## config.mk

```make
export PLATFORM = sky130hd
export DESIGN_NAME = incr_share_arb
export DESIGN_NICKNAME = d
export VERILOG_FILES = /design/src/rtl/incr_arb_pkg.sv /design/src/rtl/incr_share_arb_incrementor.sv /design/src/rtl/incr_share_arb.sv
export SDC_FILE = /design/constraint.sdc
export NUM_CORES = 1
export LEC_CHECK = 0
export CAP_MARGIN = 30
export CORE_MARGIN = 2
export CORE_UTILIZATION = 50
export CTS_CLUSTER_DIAMETER = 40
export DETAILED_ROUTE_END_ITERATION = 8
export MAX_ROUTING_LAYER = met4
export PLACE_DENSITY = 0.82
export SYNTH_ARGS = -nofsm -noshare
export SYNTH_HDL_FRONTEND = slang
export SYNTH_SLANG_ARGS = --single-unit
```

## constraint.sdc

```tcl
create_clock -name clk -period 8.45 [get_ports clk]
set_clock_uncertainty 0.05 [all_clocks]
set_input_delay 0.845 -clock clk [delete_from_list [all_inputs] [get_ports clk]]
set_output_delay 0.845 -clock clk [all_outputs]
set_load 0.03 [all_outputs]
```

## src/rtl/incr_arb_pkg.sv

```systemverilog
// Shared constants for the shared-incrementor arbiter: FSM encoding and default sizing.
package incr_arb_pkg;

    localparam int DEF_NUM_REQ = 4;
    localparam int DEF_WIDTH   = 4;

    typedef enum logic [1:0] {
        IDLE = 2'd0,
        CALC = 2'd1,
        RESP = 2'd2
    } arb_state_e;

endpackage

```

## src/rtl/incr_share_arb_incrementor.sv

```systemverilog
// Incrementor: combinational A + 1 with carry out of the top bit.
module Incrementor #(
    parameter int WIDTH = 4
) (
    input  logic [WIDTH-1:0] A,
    output logic [WIDTH-1:0] sum,
    output logic             carryOut
);

    assign {carryOut, sum} = {1'b0, A} + {{WIDTH{1'b0}}, 1'b1};

endmodule

```

## src/rtl/incr_share_arb.sv

```systemverilog
// Round-robin arbiter granting NUM_REQ requesters access to one shared incrementor;
// each transaction walks IDLE -> CALC -> RESP and waits in RESP for the consumer.
module incr_share_arb
    import incr_arb_pkg::*;
#(
    parameter int  NUM_REQ = DEF_NUM_REQ,
    parameter int  WIDTH   = DEF_WIDTH,
    localparam int ID_W    = (NUM_REQ > 1) ? $clog2(NUM_REQ) : 1
) (
    input  logic                     clk,
    input  logic                     rst_n,
    input  logic [NUM_REQ-1:0]       req_valid,
    input  logic [NUM_REQ*WIDTH-1:0] req_data,
    output logic [NUM_REQ-1:0]       req_ready,
    output logic                     rsp_valid,
    output logic [ID_W-1:0]          rsp_id,
    output logic [WIDTH-1:0]         rsp_sum,
    output logic                     rsp_carry,
    input  logic                     rsp_ready,
    output logic                     busy
);

    arb_state_e         state_q, state_d;
    logic [ID_W-1:0]    rr_ptr_q, rr_ptr_d;
    logic [ID_W-1:0]    id_q, id_d;
    logic [WIDTH-1:0]   opnd_q, opnd_d;
    logic [WIDTH-1:0]   sum_q, sum_d;
    logic               carry_q, carry_d;

    logic [NUM_REQ-1:0] grant_oh;
    logic [ID_W-1:0]    grant_id;
    logic [WIDTH-1:0]   inc_sum;
    logic               inc_carry;

    // First valid requester at or after ptr, scanning upward with wrap.
    function automatic logic [NUM_REQ-1:0] rr_pick(input logic [NUM_REQ-1:0] valid,
                                                    input logic [ID_W-1:0]    ptr);
        logic [NUM_REQ-1:0] oh;
        logic               found;
        int                 idx;
        logic [ID_W-1:0]    ix;
        oh    = '0;
        found = 1'b0;
        for (int k = 0; k < NUM_REQ; k++) begin
            idx = int'(ptr) + k;
            if (idx >= NUM_REQ) idx = idx - NUM_REQ;
            ix = ID_W'(idx);
            if (!found && valid[ix]) begin
                oh[ix] = 1'b1;
                found  = 1'b1;
            end
        end
        return oh;
    endfunction

    always_comb begin
        grant_oh = rr_pick(req_valid, rr_ptr_q);
        grant_id = '0;
        for (int i = 0; i < NUM_REQ; i++) begin
            if (grant_oh[i]) grant_id = ID_W'(i);
        end
    end

    Incrementor #(.WIDTH(WIDTH)) u_inc (
        .A        (opnd_q),
        .sum      (inc_sum),
        .carryOut (inc_carry)
    );

    always_ff @(posedge clk) begin
        if (!rst_n) begin
            state_q  <= IDLE;
            rr_ptr_q <= '0;
            id_q     <= '0;
            opnd_q   <= '0;
            sum_q    <= '0;
            carry_q  <= 1'b0;
        end else begin
            state_q  <= state_d;
            rr_ptr_q <= rr_ptr_d;
            id_q     <= id_d;
            opnd_q   <= opnd_d;
            sum_q    <= sum_d;
            carry_q  <= carry_d;
        end
    end

    always_comb begin
        state_d  = state_q;
        rr_ptr_d = rr_ptr_q;
        id_d     = id_q;
        opnd_d   = opnd_q;
        sum_d    = sum_q;
        carry_d  = carry_q;
        case (state_q)
            IDLE: begin
                if (|req_valid) begin
                    id_d = grant_id;
                    for (int i = 0; i < NUM_REQ; i++) begin
                        if (grant_oh[i]) opnd_d = req_data[i*WIDTH +: WIDTH];
                    end
                    state_d = CALC;
                end
            end
            CALC: begin
                sum_d   = inc_sum;
                carry_d = inc_carry;
                state_d = RESP;
            end
            RESP: begin
                if (rsp_ready) begin
                    state_d  = IDLE;
                    rr_ptr_d = (id_q == ID_W'(NUM_REQ - 1)) ? '0 : id_q + ID_W'(1);
                end
            end
            default: state_d = IDLE;
        endcase
    end

    // Grant is suppressed while reset is asserted so reset wins over a pending request.
    always_comb begin
        req_ready = (rst_n && state_q == IDLE) ? grant_oh : '0;
        rsp_valid = (state_q == RESP);
        busy      = (state_q != IDLE);
        rsp_id    = id_q;
        rsp_sum   = sum_q;
        rsp_carry = carry_q;
    end

endmodule

```

# Word level (Yosys, flattened, before mapping)
# Index checks and enable logic that the tools add are counted.
# Widths: inputs -> output; s select.
# word_totals
out_inout_bits	13
input_bits	23
ff_bits	15
word_cells	93
# classes
n_lt_le_gt_ge	12
n_addsub	9
muxes	39
reduce_logical	19
bitwise_logic	3
eq_ne	5
# ops
op	n
$mux 4	9
$mux 2	9
$lt 2x3->1 const B	4
$mux 1	12
$or 4x4->4	3
$ge 3x3->1 const B	3
$bmux 1 s2	4
$demux 1 s2	4
$ge 2x1->1 const B	4
$logic_and 1x1->1	8
$sub 2x1->2 const B	4
$add 2x2->3 const B	2
$pmux 2 s3	1
$reduce_and 2->1	3
$add 4x1->5 const B	1
$eq 2x2->1 const B	2
$reduce_bool 4->1	1
$reduce_or 4->1	1
$add 2x1->3 const B	1
$ge 2x3->1 const B	1
$logic_not 1->1	3
$reduce_and 3->1	1
$add 2x1->2 const B	1
$eq 2x1->1 const B	1
4 further kinds	4

# Logic depth before layout (Yosys ltp)
# Gate-level depths: netlist (run 1).
# depth
word_depth	18
ltp_mapped	10

# Cells and area by module
# Synthesis (run 1) repeated with hierarchy kept, for this count alone.
# unflattened
cells_unflattened	127
area_unflattened_um2	1163.6
# by_module_without_submodules
mod	cells_per_inst	instances	area_each_um2
incr_share_arb	121	1	1117.3
Incrementor	6	1	46.3

# Least setup slack after synthesis (run 1)
# No wires, ideal clock.
# synth_timing
path_type	register to output
start	register rr_ptr_q[0]
end	output req_ready[1]
stages_incl_launch_ff	9
n_path_buf	1
t_arrival_ns	2.703
path_slack_ns	4.852
cell_sequence	dfxtp_1 -> inv_1 -> ha_1 -> or3b_1 -> a2111o_1 -> a21boi_1 -> or2_1 -> buf_6 -> nor2b_1
# synth_between
elab_chain_cells	15
elab_cells_between_ends	60
classes_between	add/sub: 7; order compare: 12; mux: 28; bitwise: 3; reduce/logical: 10
# synth_rtl
element	line	text
start, declared	incr_share_arb.sv:24	logic [ID_W-1:0] rr_ptr_q, rr_ptr_d;
start signal, assigned	incr_share_arb.sv:80	rr_ptr_q <= rr_ptr_d;
branches (longest 13 deep; another with $add 2x1->3)	--	
$mux 4 *	incr_share_arb.sv:48	if (!found && valid[ix]) begin
$mux 4 *	incr_share_arb.sv:122	req_ready = (rst_n && state_q == IDLE) ? grant_oh : '0;
end, declared	incr_share_arb.sv:14	output logic [NUM_REQ-1:0] req_ready,
# Mark *: on every way between the ends. The select of a mux whose other input is x is not followed.

# Final worst setup path (run 1)
# layout_timing
start	input req_valid[2]
end	output req_ready[1]
# layout_between
elab_chain_cells	13
elab_cells_between_ends	25
classes_between	mux: 16; bitwise: 3; reduce/logical: 6
# layout_rtl
element	line	text
start, declared	incr_share_arb.sv:12	input logic [NUM_REQ-1:0] req_valid,
$bmux 1 s2	incr_share_arb.sv:48	
$mux 1 (not written as such)	incr_share_arb.sv:48	
$mux 1	incr_share_arb.sv:48	
$logic_not 1->1	incr_share_arb.sv:48	
$logic_and 1x1->1	incr_share_arb.sv:48	
$mux 1	incr_share_arb.sv:48	
$logic_not 1->1	incr_share_arb.sv:48	
$logic_and 1x1->1	incr_share_arb.sv:48	
$mux 1	incr_share_arb.sv:48	
$logic_not 1->1	incr_share_arb.sv:48	
$logic_and 1x1->1	incr_share_arb.sv:48	
$mux 4 *	incr_share_arb.sv:48	
$mux 4 *	incr_share_arb.sv:122	
# Mark *: on every way between the ends. The rest lies on a longest branch, timed or not. The select of a mux whose other input is x is not followed.

==> metrics.txt, run 1 <==
synthesized flop and latch total 15; TritonRoute pass-1 iters 4; Cell Pwr Density 137 mW/mm^2; Max Buffers Root-to-Sink 2; Initial Utilization 53.3%; count leader, synth dfxtp_1; CTS tree done; worst path required time 7560 ps; status completed; worst r2r path cells 9; fin crit period 4600 ps; Final Hold Vio Count 0; antenna violations before repair 0; Syn Inst Count 135; crit start category input port; Top FF cell, synth dfxtp_1; Vias per Instance 5.72; Critical Path Fanout Max 8; switching share of total power 34.9%; synthesized area 0.00118 mm^2; Clk network pwr share 18.6%; cts bufs inserted 3; total number of H-tree levels 1; slowest stage delay, CP 680 ps; max-cap violations 0; initial DRC count 13; vias in the first global route 1106; Critical Path AT 3710 ps; global-route wire length before repair 4770 um; Cell Area, Placed 0.00155 mm^2; wire length per cell 14.5 um; drt drc 0; final wirelength 2880 um; post-route cell area 0.00157 mm^2; Reg-to-Reg End opnd_q[3]; top cells by count, synth dfxtp_1, nand2_1, inv_1; grt ovf 0; fin. max-slew vios 0; RSZ-0062 raised after global routing no; Reg power frac 40.2%; Rel. slew slack 69.7%; most frequent CP cell clkdlybuf4s50_1; Area growth syn-to-layout 33.5%; worst path cell trace clkdlybuf4s50_1, or3b_1, a2111o_1, a21boi_1, or2_1, nor2b_1, clkdlybuf4s50_1; crit path max-delay cell type clkdlybuf4s50_1; EDFF count, synth 0; Clock transition at path regs 80 ps; YS warnings 0; main area contributors after synthesis dfxtp_1, ha_1, mux4_2, nand2_1, inv_1; Max rail drop VDD 0.000146 V; Clock Latency Late Sink 280 ps; fin crit share 54.5%; Setup Total Neg Slack 0 ps; post-synth top area cell dfxtp_1; I/O pins 36; total power 215 uW; CP Class in -> out; crit end category output pin; Worst Hold Launch rsp_carry; Rows 17; total net switching power 75.1 uW; fillcell total 183; CTS Hold Buffers Added 0; Detail Route Antenna Nets 0; GPL Wtd Cong 0.894; IO Port Bufs 35; worst-margin pin slew 454 ps; WHS Path Cells 2; via count 1138; Setup Viol. Count Final 0; Die Y 52.6 um; dpl ws 3850 ps; Synth cell types 42; Pleak 0.000629 uW; post-CTS setup buffer count 0; origin of the critical flop-to-flop path rr_ptr_q[0]; CTS resizes 0; Die ar. 0.00276 mm^2; fmax 217 MHz; sequential element share of the synthesized area 25.5%; Antenna diodes 0; Comb pwr share 41.2%; hpwl dp 2260 um; Synth async-reset ratio 0%; core area 0.00221 mm^2; Synthesized Nets 166; Synth top area share 25.5%; largest net degree at the start of global routing 14; Reg2Reg Setup Slack 5320 ps; layout cells sized above 1 7.02%; hold slack 422 ps; clock root buffer clkbuf_4; final setup margin 3850 ps; DIE WIDTH 52.6 um; syn_area_per_cell 8.73 um^2; Total Routing Usage GR 23.5%; Hold Path Sink rsp_carry; type of the most critical hold path reg -> reg; Worst Path Buf+Inv 2; Pint 140 uW; Sink Count 15; CP delay by family, top buffers and inverters; nets 203
-- logic make-up (layout without fill, tap and decap cells) --
kind of cell               count (synthesis)  in the layout  synth area share, %
AOI/OAI and AO/OA                         46             46                 31.2
xor gates and xnor gates                   2              2                 1.49
adders and majority gates                  8              8                 8.49
buffers and inverters                     15             51                 5.52
DFF                                       15             15                 25.5
muxes                                      3              3                 5.73
and+or+nand+nor                           46             46                 22.1
-- worst min-delay path, delay by kind of cell, from the launching register on --
kind,cells,cell delay [ps]
AND/OR/NAND/NOR,1,50
AO/OA/AOI/OAI,1,60
flip-flops,1,320
-- stage by stage --
| stage | cells | util, % |
|---|---|---|
| after floorplan | 135 | - |
| after global placement | 195 | 70.0 |
| after detailed placement | 195 | 70.0 |
| after CTS | 199 | 71.2 |
| after global routing | 199 | 71.2 |
| final | 199 | 71.2 |
-- layout make-up --
class,instances,area (um^2),area share (%)
clock buffers,4,26.3,1.67
inverters,11,41.3,2.62
multi-input cells,105,813,51.7
flip-flops and latches,15,300,19.1
well taps,28,35.0,2.23
repair buffers,36,358,22.7
-- flip-flops by register name (all words and copies together) (netlist names) --
| name | flops |
|---|---|
| opnd_q | 4 |
| rr_ptr_q | 2 |
| rsp_carry | 1 |
| rsp_id | 2 |
| rsp_sum | 4 |
| state_q | 2 |
-- power groups by stage --
| stage | combinational (uW) | sequential [uW] | clock [uW] |
|---|---|---|---|
| floorplan | 50.5 | 93.2 | 0 |
| global placement | 85.8 | 87.4 | 0 |
| detailed placement | 88.3 | 87.8 | 0 |
| CTS | 88.9 | 86.4 | 41.0 |
| global route | 96.6 | 87.6 | 44.4 |
| finish | 88.5 | 86.5 | 40.0 |
-- placed cells by master (no fill, tap or decap), drive strengths merged, types with 2 or more instances in the layout --
cell type,Yosys,routed
a21boi,4,4
a21oi,4,4
a221o,2,2
a22oi,4,4
and2,3,3
clkbuf,2,4
clkdlybuf4s50,0,35
dfxtp,15,15
ha,8,8
inv,11,11
mux4,3,3
nand2,12,12
nand2b,5,5
nand3,3,3
nand3b,5,5
nor2,4,4
nor2b,6,6
nor3,2,2
o211a,3,3
o211ai,4,4
o21a,5,5
o21ai,7,7
o2bb2ai,4,4
o311ai,2,2
o31ai,2,2
o41ai,2,2
-- metal layers --
layer	vias up	GRT usage, %	part of all wire [%]	wire [um]
li1	575	-	-	-
met1	526	30.2	48	1390
met5	-	-	0	0
met3	2	5.71	5.6	162
met4	0	2.99	0.31	9
met2	35	38.8	46	1310
-- worst max path at each step --
stage                     depth (start not counted)           end  slack, ps          from
after floorplan                                   8  req_ready[1]       4850   rr_ptr_q[0]
after global placement                            7  req_ready[1]       3960  req_valid[2]
after detailed placement                          7  req_ready[1]       3850  req_valid[2]
after CTS                                         7  req_ready[1]       3850  req_valid[2]
after global routing                              8  req_ready[1]       3610   rr_ptr_q[0]
final                                             7  req_ready[1]       3850  req_valid[2]
(Power assumes the default switching activity.)
==> run 2: changes to the inputs <==
- CORE_UTILIZATION: 50 -> 42
- PLACE_DENSITY: 0.82 -> 0.73
- clock period: 8.45 -> 3.8 ns (I/O delays scaled with it)
==> metrics.txt, run 2 (synthesized netlist as in run 1, its figures left out) <==
Comb pwr share 42.1% (was 41.2%); fillcell total 243 (was 183); crit end category output pin (unchanged); wire length per cell 13.9 um (was 14.5 um); Setup Total Neg Slack 0 ps (unchanged); Cell Count, Final, Fillers Out 205 (was 199); Die ar. 0.00325 mm^2 (was 0.00276 mm^2); CTS tree done (unchanged); max-cap violations 0 (unchanged); Clock transition at path regs 90 ps (was 80 ps); total number of H-tree levels 1 (unchanged); Clock Latency Late Sink 270 ps (was 280 ps); slowest stage delay, CP 680 ps (about the same); Reg power frac 39.7% (was 40.2%); layout cells sized above 1 9.20% (was 7.02%); Detail Route Antenna Nets 0 (unchanged); status completed (unchanged); crit start category flip-flop (was input port); Max Buffers Root-to-Sink 2 (unchanged); TritonRoute pass-1 iters 4 (unchanged); Pint 314 uW (was 140 uW); post-CTS setup buffer count 0 (unchanged); clock root buffer clkbuf_4 (unchanged); crit path max-delay cell type clkdlybuf4s50_1 (unchanged); via count 1135 (was 1138); Rows 19 (was 17); Antenna diodes 0 (unchanged); total net switching power 167 uW (was 75.1 uW); CP Class reg -> out (was in -> out); Critical Path Fanout Max 5 (was 8); Max rail drop VDD 0.000369 V (was 0.000146 V); hpwl dp 2220 um (was 2260 um); IO Port Bufs 35 (unchanged); initial DRC count 47 (was 13); drt drc 0 (unchanged); Cell Area, Placed 0.00157 mm^2 (was 0.00155 mm^2); Critical Path AT 3150 ps (was 3710 ps); antenna violations before repair 0 (unchanged); GPL Wtd Cong 0.839 (was 0.894); Worst Path Buf+Inv 2 (unchanged); Initial Utilization 43.5% (was 53.3%); CP delay by family, top buffers and inverters (unchanged); Sink Count 15 (unchanged); Cell Pwr Density 297 mW/mm^2 (was 137 mW/mm^2); worst-margin pin slew 538 ps (was 454 ps); worst path required time 3370 ps (was 7560 ps); vias in the first global route 1106 (unchanged); commonest non-fill, non-tap cells in the layout clkdlybuf4s50_1, dfxtp_1, nand2_1 (unchanged); fin. max-slew vios 0 (unchanged); Total Routing Usage GR 19.2% (was 23.5%); worst path cell trace inv_1, ha_1, or3b_1, a2111o_1, a21boi_2, or2_1, nor2b_1, clkdlybuf4s50_1 (was clkdlybuf4s50_1, or3b_1, a2111o_1, a21boi_1, or2_1, nor2b_1, clkdlybuf4s50_1); core area 0.00271 mm^2 (was 0.00221 mm^2); fin crit period 3580 ps; most common cell after layout, fill and taps aside clkdlybuf4s50_1 (unchanged); Setup Viol. Count Final 0 (unchanged); Pleak 0.000693 uW (was 0.000629 uW); fin crit share 94.3%; global-route wire length before repair 4880 um (was 4770 um); grt ovf 0 (unchanged); DIE WIDTH 57.0 um (was 52.6 um); nets 206 (was 203); Area growth syn-to-layout 37.4% (was 33.5%); area of the multi-input gates 827 um^2 (was 813 um^2); Placed Cells 201 (was 195); post-route cell area 0.00162 mm^2 (was 0.00157 mm^2); register area 300 um^2 (unchanged); Rel. slew slack 64.1% (was 69.7%); switching share of total power 34.7% (was 34.9%); type of the most critical hold path reg -> reg (unchanged); cts bufs inserted 3 (unchanged); largest net degree at the start of global routing 14 (unchanged); final wirelength 2850 um (was 2880 um); RSZ-0062 raised after global routing no (unchanged); fmax 279 MHz; Vias per Instance 5.54 (was 5.72); I/O pins 36 (unchanged); Die Y 57.0 um (was 52.6 um); Final Hold Vio Count 0 (unchanged); Clk network pwr share 18.2% (was 18.6%)
run 2: cell count changes in the layout (fill, tap and decap cells not counted), sizes merged:
cell	previous run	this run
buf	1	4
clkdlybuf4s50	35	33
dlymetal6s2s	0	2
run 2: worst paths after layout:
kind,from,to,slack (ps),cells past startpoint
worst min-delay path,rsp_sum[1],rsp_sum[1],420,2
worst max-delay path,rr_ptr_q[0],req_ready[1],220,8
worst max register to register,rr_ptr_q[0],opnd_q[0],870,9
worst min register to register,rsp_sum[1],rsp_sum[1],420,2
run 2: layer usage:
metal  share of wire (%)  global-route usage, %
met4                0.32                   3.32
met3                 4.7                   5.44
met2                  48                   32.2
met5                   0                      -
met1                  47                   23.3
run 2: area by class of cell:
class / count / share of cell area [%]
multi-input cells: 105 / 51.1
repair buffers: 39 / 23.8
flip-flops and latches: 15 / 18.5
inverters: 11 / 2.55
well taps: 31 / 2.40
clock buffers: 4 / 1.62
run 2: worst register-to-register path, cell delays in order (launching register included):
cell and delay [ps]:
dfxtp_1 340, inv_1 110, ha_1 390, mux4_2 640, nand3b_2 150, o311ai_4 120, or2_1 270, buf_4 170
o41ai_2 440, o2bb2ai_1 130
run 2: power groups by stage:
stage / sequential [uW] / clock, uW / combinational [uW]
4_1_cts: 191 / 93.4 / 202
3_3_place_gp: 194 / 0 / 197
5_1_grt: 194 / 97.3 / 223
6_report: 191 / 87.8 / 203
3_5_place_dp: 194 / 0 / 200
2_1_floorplan: 207 / 0 / 112
run 2: through the flow:
step	hold WS, ps	worst slack (ps)	util (%)	total power (uW)
after detailed placement	415	293	58.1	394
after CTS	428	106	59.0	486
after floorplan	409	667	-	320
after global placement	407	325	58.1	390
final	423	218	59.7	481
after global routing	444	18.0	59.7	514
run 2: timing repair:
item | 4_1_cts | 5_1_grt
endpoints found under the setup margin | 0 | 3
gates resized for setup | 0 | 4
hold buffers | 0 | 0
==> patch 1, RTL diff (settings of run 2) <==
`DEF_WIDTH`: 4 -> 3.
--- a/src/rtl/incr_arb_pkg.sv
+++ b/src/rtl/incr_arb_pkg.sv
@@ -2,7 +2,7 @@
 package incr_arb_pkg;
 
     localparam int DEF_NUM_REQ = 4;
-    localparam int DEF_WIDTH   = 4;
+    localparam int DEF_WIDTH   = 3;
 
     typedef enum logic [1:0] {
         IDLE = 2'd0,
Ports: changed (resized req_data and rsp_sum); port bits go from 36 to 31. The function was not compared with the original's and may differ.
==> patch 1 against run 2 <==
- worst setup slack better by 0.024 ns
- highest routed layer unchanged
- die area is 4.6% lower
- largest cell class unchanged
- sequential cell count is 2 lower
- routed wire length is 4.0% lower
- total power is 7.2% lower
- area after synthesis is 5.0% lower
- clock power is 3.9% lower
- cell area is 8.2% lower
- largest power group unchanged
==> patch 1: results (changes against run 2) <==
- # clk buffers: 4 (unchanged)
- Met1 WL: 1.31 mm (-2.0%)
- Fraction of layout cells with a size suffix above 1: 0.103 (+0.0111)
- Netlist cell types: 43 (+2.4%)
- Status: complete, no violations
- Max VDD drop: 283 µV (-23%)
- Post-layout power: 447 µW (-7.2%)
- Worst-path maximum fanout: 8 (+3)
- Final non-clock buffer share: 0.217 (-0.0209)
- Area of the multi-input gates: 810 µm² (-2.1%)
- Slowest-stage cell, CP: clkdlybuf4s50_1
- Post-Layout Cell Count: 195 (-4.9%)
- Logic pwr share: 0.436 (+0.015)
- Clock Network Area Fraction: 0.0177 (+0.00145)
- Ant. Diodes: 0 (unchanged)
- IO Port Bufs: 30 (-14%)
- Post-synthesis compound-gate area fraction: 0.311 (-0.00149)
- Post-synth top cells: dfxtp_1 (13), nand2_1 (10), nor2_1 (10)
- Critical path arrival: 3.13 ns (-0.02 ns)
- FP Rows: 18 (-1)
- Fillers: 225 (-7.4%)
- Ranking of synthesized cells by area: dfxtp_1 (23%), ha_1 (8.9%), mux4_2 (6.0%)
- Grt met1 use: 0.246 (+0.0139)
- Cts hold-fix bufs: 0 (unchanged)
- Global-route wire length before repair: 4.69 mm (-3.8%)
- Register bit count reported by yosys: 13 (-2)
- Inst Count DP: 191 (-5.0%)
- Cell Area, Placed: 1460 µm² (-7.2%)
- GR met3 Demand/Resource: 0.0395 (-0.0149)
- Leakage: 0.576 nW (-17%)
- Switching power: 163 µW (-2.8%)
- Synth Area in XOR/XNOR: 0.00782 (-0.00704)
- Reg area: 260 µm² (-13%)
- Multi-input gates: 107 (+1.9%)
- Routed len/inst: 14.0 µm (+0.92%)
- DR WL met2: 1.26 mm (-7.6%)
- All-Layer GR Usage: 0.188 (-0.00343)
- Worst-Margin Slew: 0.433 ns (-0.105 ns)
- Initial DRC count: 14 (-70%)
- Vias: 1090 (-4.0%)
- Non-clk bufs: 33 (-15%)
- HPWL after detailed placement: 2.10 mm (-5.2%)
- Largest net degree at the start of global routing: 14 (unchanged)
- WL met3: 141 µm (+4.4%)
- Area Growth Syn to Fin: 32.7%
- Mux share of post-synthesis cell area: 0.0603 (+0.00301)
- Inverters, non-clock: 8 (-3)
- Dpl ws: 0.417 ns (+0.123 ns)
- Clk. pwr: 84.4 µW (-3.9%)
- Syn Area/Cell: 8.55 µm² (-2.1%)
- Final GP Congestion: 0.899 (+7.2%)
- Sequential cell area fraction in the yosys report: 0.232 (-0.0224)
- Met2 Resource Use GR: 0.304 (-0.0174)
patch 1: changes by cell type after synthesis, moves of 3 or more:
| cell | before | now |
|---|---|---|
| nor2_1 | 4 | 10 |
| a22oi_1 | 4 | 1 |
| o211ai_1 | 4 | 0 |
| and3_1 | 0 | 3 |
| a21boi_0 | 3 | 6 |
| a41o_1 | 0 | 3 |
| inv_1 | 11 | 7 |
| a21oi_2 | 0 | 3 |
| a31oi_1 | 0 | 4 |
| o2bb2ai_1 | 4 | 0 |
| o21a_1 | 5 | 2 |
| o21bai_1 | 0 | 3 |
patch 1: path summary, 6_finish.rpt:
| check | start | to | slack, ns | cells after the start |
|---|---|---|---|---|
| worst max-delay path | rr_ptr_q[1] | req_ready[1] | 0.24 | 8 |
| worst min-delay path | rsp_carry | rsp_carry | 0.42 | 2 |
| worst max register to register | rr_ptr_q[1] | opnd_q[2] | 1.12 | 8 |
| worst min register to register | rsp_carry | rsp_carry | 0.42 | 2 |
==> patch 2, RTL diff (flow settings as in run 2) <==
Without the edit above. `sum_q` no longer has a reset.
--- a/src/rtl/incr_share_arb.sv
+++ b/src/rtl/incr_share_arb.sv
@@ -73,16 +73,18 @@
             rr_ptr_q <= '0;
             id_q     <= '0;
             opnd_q   <= '0;
-            sum_q    <= '0;
             carry_q  <= 1'b0;
         end else begin
             state_q  <= state_d;
             rr_ptr_q <= rr_ptr_d;
             id_q     <= id_d;
             opnd_q   <= opnd_d;
-            sum_q    <= sum_d;
             carry_q  <= carry_d;
         end
+    end
+
+    always_ff @(posedge clk) begin
+        sum_q <= sum_d;
     end
 
     always_comb begin
Formal check against the unedited RTL: differs if rst_n is asserted again (counterexample within 4 cycles, from zero or initial values and one cycle with rst_n low); with rst_n held inactive, the same outputs for 10 cycles.
==> patch 2 against run 2 <==
- worst setup slack better by 0.13 ns
- area after synthesis fell by 2.1%
- routed wire length down 7.0%
- count of clock-buffer cells in the layout is 1 lower
- non-clock buffer count is 1 higher
- utilization shrank 0.31 points
- total power barely moved
- sequential cell count is the same
- register-to-register slack improved by 0.05 ns
- sequential share of layout area rose by 2.8 points
- cell area down 1.4%
- sequential power up 4%
- first-iteration DRC count fell by 68%
- critical path depth is the same
==> patch 2: results (changes against run 2) <==
- Status: complete, no violations
- HPWL after detailed placement: 2.14 mm (-3.4%)
- Global-route wire length before repair: 4.55 mm (-6.6%)
- Final GP Congestion: 0.780 (-7.0%)
- Fillers: 246 (+1.2%)
- Post-Route WL: 2.65 mm (-7.0%)
- Slew HR: 0.633 (-0.00859)
- Worst-path maximum fanout: 5 (unchanged)
- Ant. Diodes: 0 (unchanged)
- # Post-CTS Setup Buffers: 0 (unchanged)
- Synth warn: 0 (unchanged)
- Max VDD drop: 326 µV (-12%)
- Num CTS Buffers: 3 (unchanged)
- Post-synth top cells: inv_1 (12), dfxtp_1 (11), ha_1 (8)
- Clk Latency, worst-skew pair: around 0.28 ns
- Critical path arrival: 3.02 ns (-0.13 ns)
- IO Port Bufs: 35 (unchanged)
- Cell Area, Placed: 1560 µm² (-0.64%)
- Vias in the first global route: 1060 (-4.2%)
- Nets: 197 (-4.4%)
- Reg clk slew, reported paths: around 0.10 ns
- Drt pass-1 iters: 4 (unchanged)
- CTS HTree Levels: 1 (unchanged)
- Initial DRC count: 15 (-68%)
- Initial antenna violation count: 0 (unchanged)
- Cts repair resizes: 0 (unchanged)
- Met2 Resource Use GR: 0.326 (+0.00421)
- Largest net degree at the start of global routing: 11 (-3)
- Sequential cell area fraction in the yosys report: 0.295 (+0.0402)
- Netlist cell types: 42 (unchanged)
- Leakage: 0.660 nW (-4.8%)
- Post-Syn Nets: 154 (-7.2%)
- FFs w/ async S/R, synth: 0 (unchanged)
- Root buf cell: clkbuf_4
- Clk buf depth: 2 (unchanged)
- Primary FF master, synth: dfxtp_1
- All-Layer GR Usage: 0.183 (-0.00898)
- EDFF count, synth: 4 (+4)
- GR met3 Demand/Resource: 0.0553 (+0.000878)
- Ranking of synthesized cells by area: dfxtp_1 (19%), edfxtp_1 (10%), ha_1 (8.7%)
- Fraction of layout cells with a size suffix above 1: 0.103 (+0.0111)
- DR vias/cell: 5.57 (+0.54%)
- Grt met1 use: 0.208 (-0.0247)
- Min-Delay Path Class: reg -> reg
[patch 2: kinds of logic after synthesis]
logic type | count (synthesis) | synth area share
AOI/OAI and AO/OA | 42 | 0.291
xor gates and xnor gates | 2 | 0.0152
adders and majority gates | 8 | 0.0868
buffers and inverters | 14 | 0.0531
DFF | 15 | 0.295
muxes | 3 | 0.0586
and+or+nand+nor | 39 | 0.201
[patch 2: worst paths after layout]
path	cells past startpoint	startpoint	slack, ns	end
max	8	rr_ptr_q[0]	0.35	req_ready[3]
min	2	rsp_carry	0.45	rsp_carry
max reg2reg	9	rr_ptr_q[0]	0.92	opnd_q[2]
min reg2reg	2	rsp_carry	0.45	rsp_carry
[patch 2: per-stage QoR]
stage,hold WS [ns],std cells,setup slack (ns),power [mW]
finish,0.446,196,0.350,0.482
detailed placement,0.433,192,0.341,0.397
global placement,0.421,192,0.383,0.392
global route,0.481,196,0.126,0.513
floorplan,0.408,123,0.667,0.320
CTS,0.449,196,0.139,0.486
[patch 2: layer usage]
layer  share of wire  wire [µm]  vias to the layer above
met4          0.0072         19                        0
met2            0.52       1390                       32
li1                -          -                      550
met3           0.046        121                        4
met1            0.42       1120                      505
met5               0          0                        -
[patch 2: cell type report]
cell class	instances	area, µm²	share of cell area
timing repair buffer	40	393	0.246
clock inverter	1	5.00	0.00313
tap	31	38.8	0.0243
clock buffer	3	22.5	0.0141
multi-input combinational	94	752	0.471
sequential	15	340	0.213
inverter	12	45.0	0.0282
[patch 2: critical path: stages, from the launching register on]
cell and delay [ns]:
dfxtp_1 0.33, inv_1 0.11, ha_1 0.39, or3b_1 0.40, a2111o_1 0.44, nand2_1 0.17
a21oi_1 0.12, nor2_1 0.11, clkdlybuf4s50_1 0.67
[patch 2: where the power goes]
group	internal [mW]	leakage, nW	switching, mW
Clock	0.0391	0.0177	0.0514
Sequential	0.185	0.127	0.0129
Combinational	0.0941	0.515	0.0992
Total	0.318	0.660	0.163
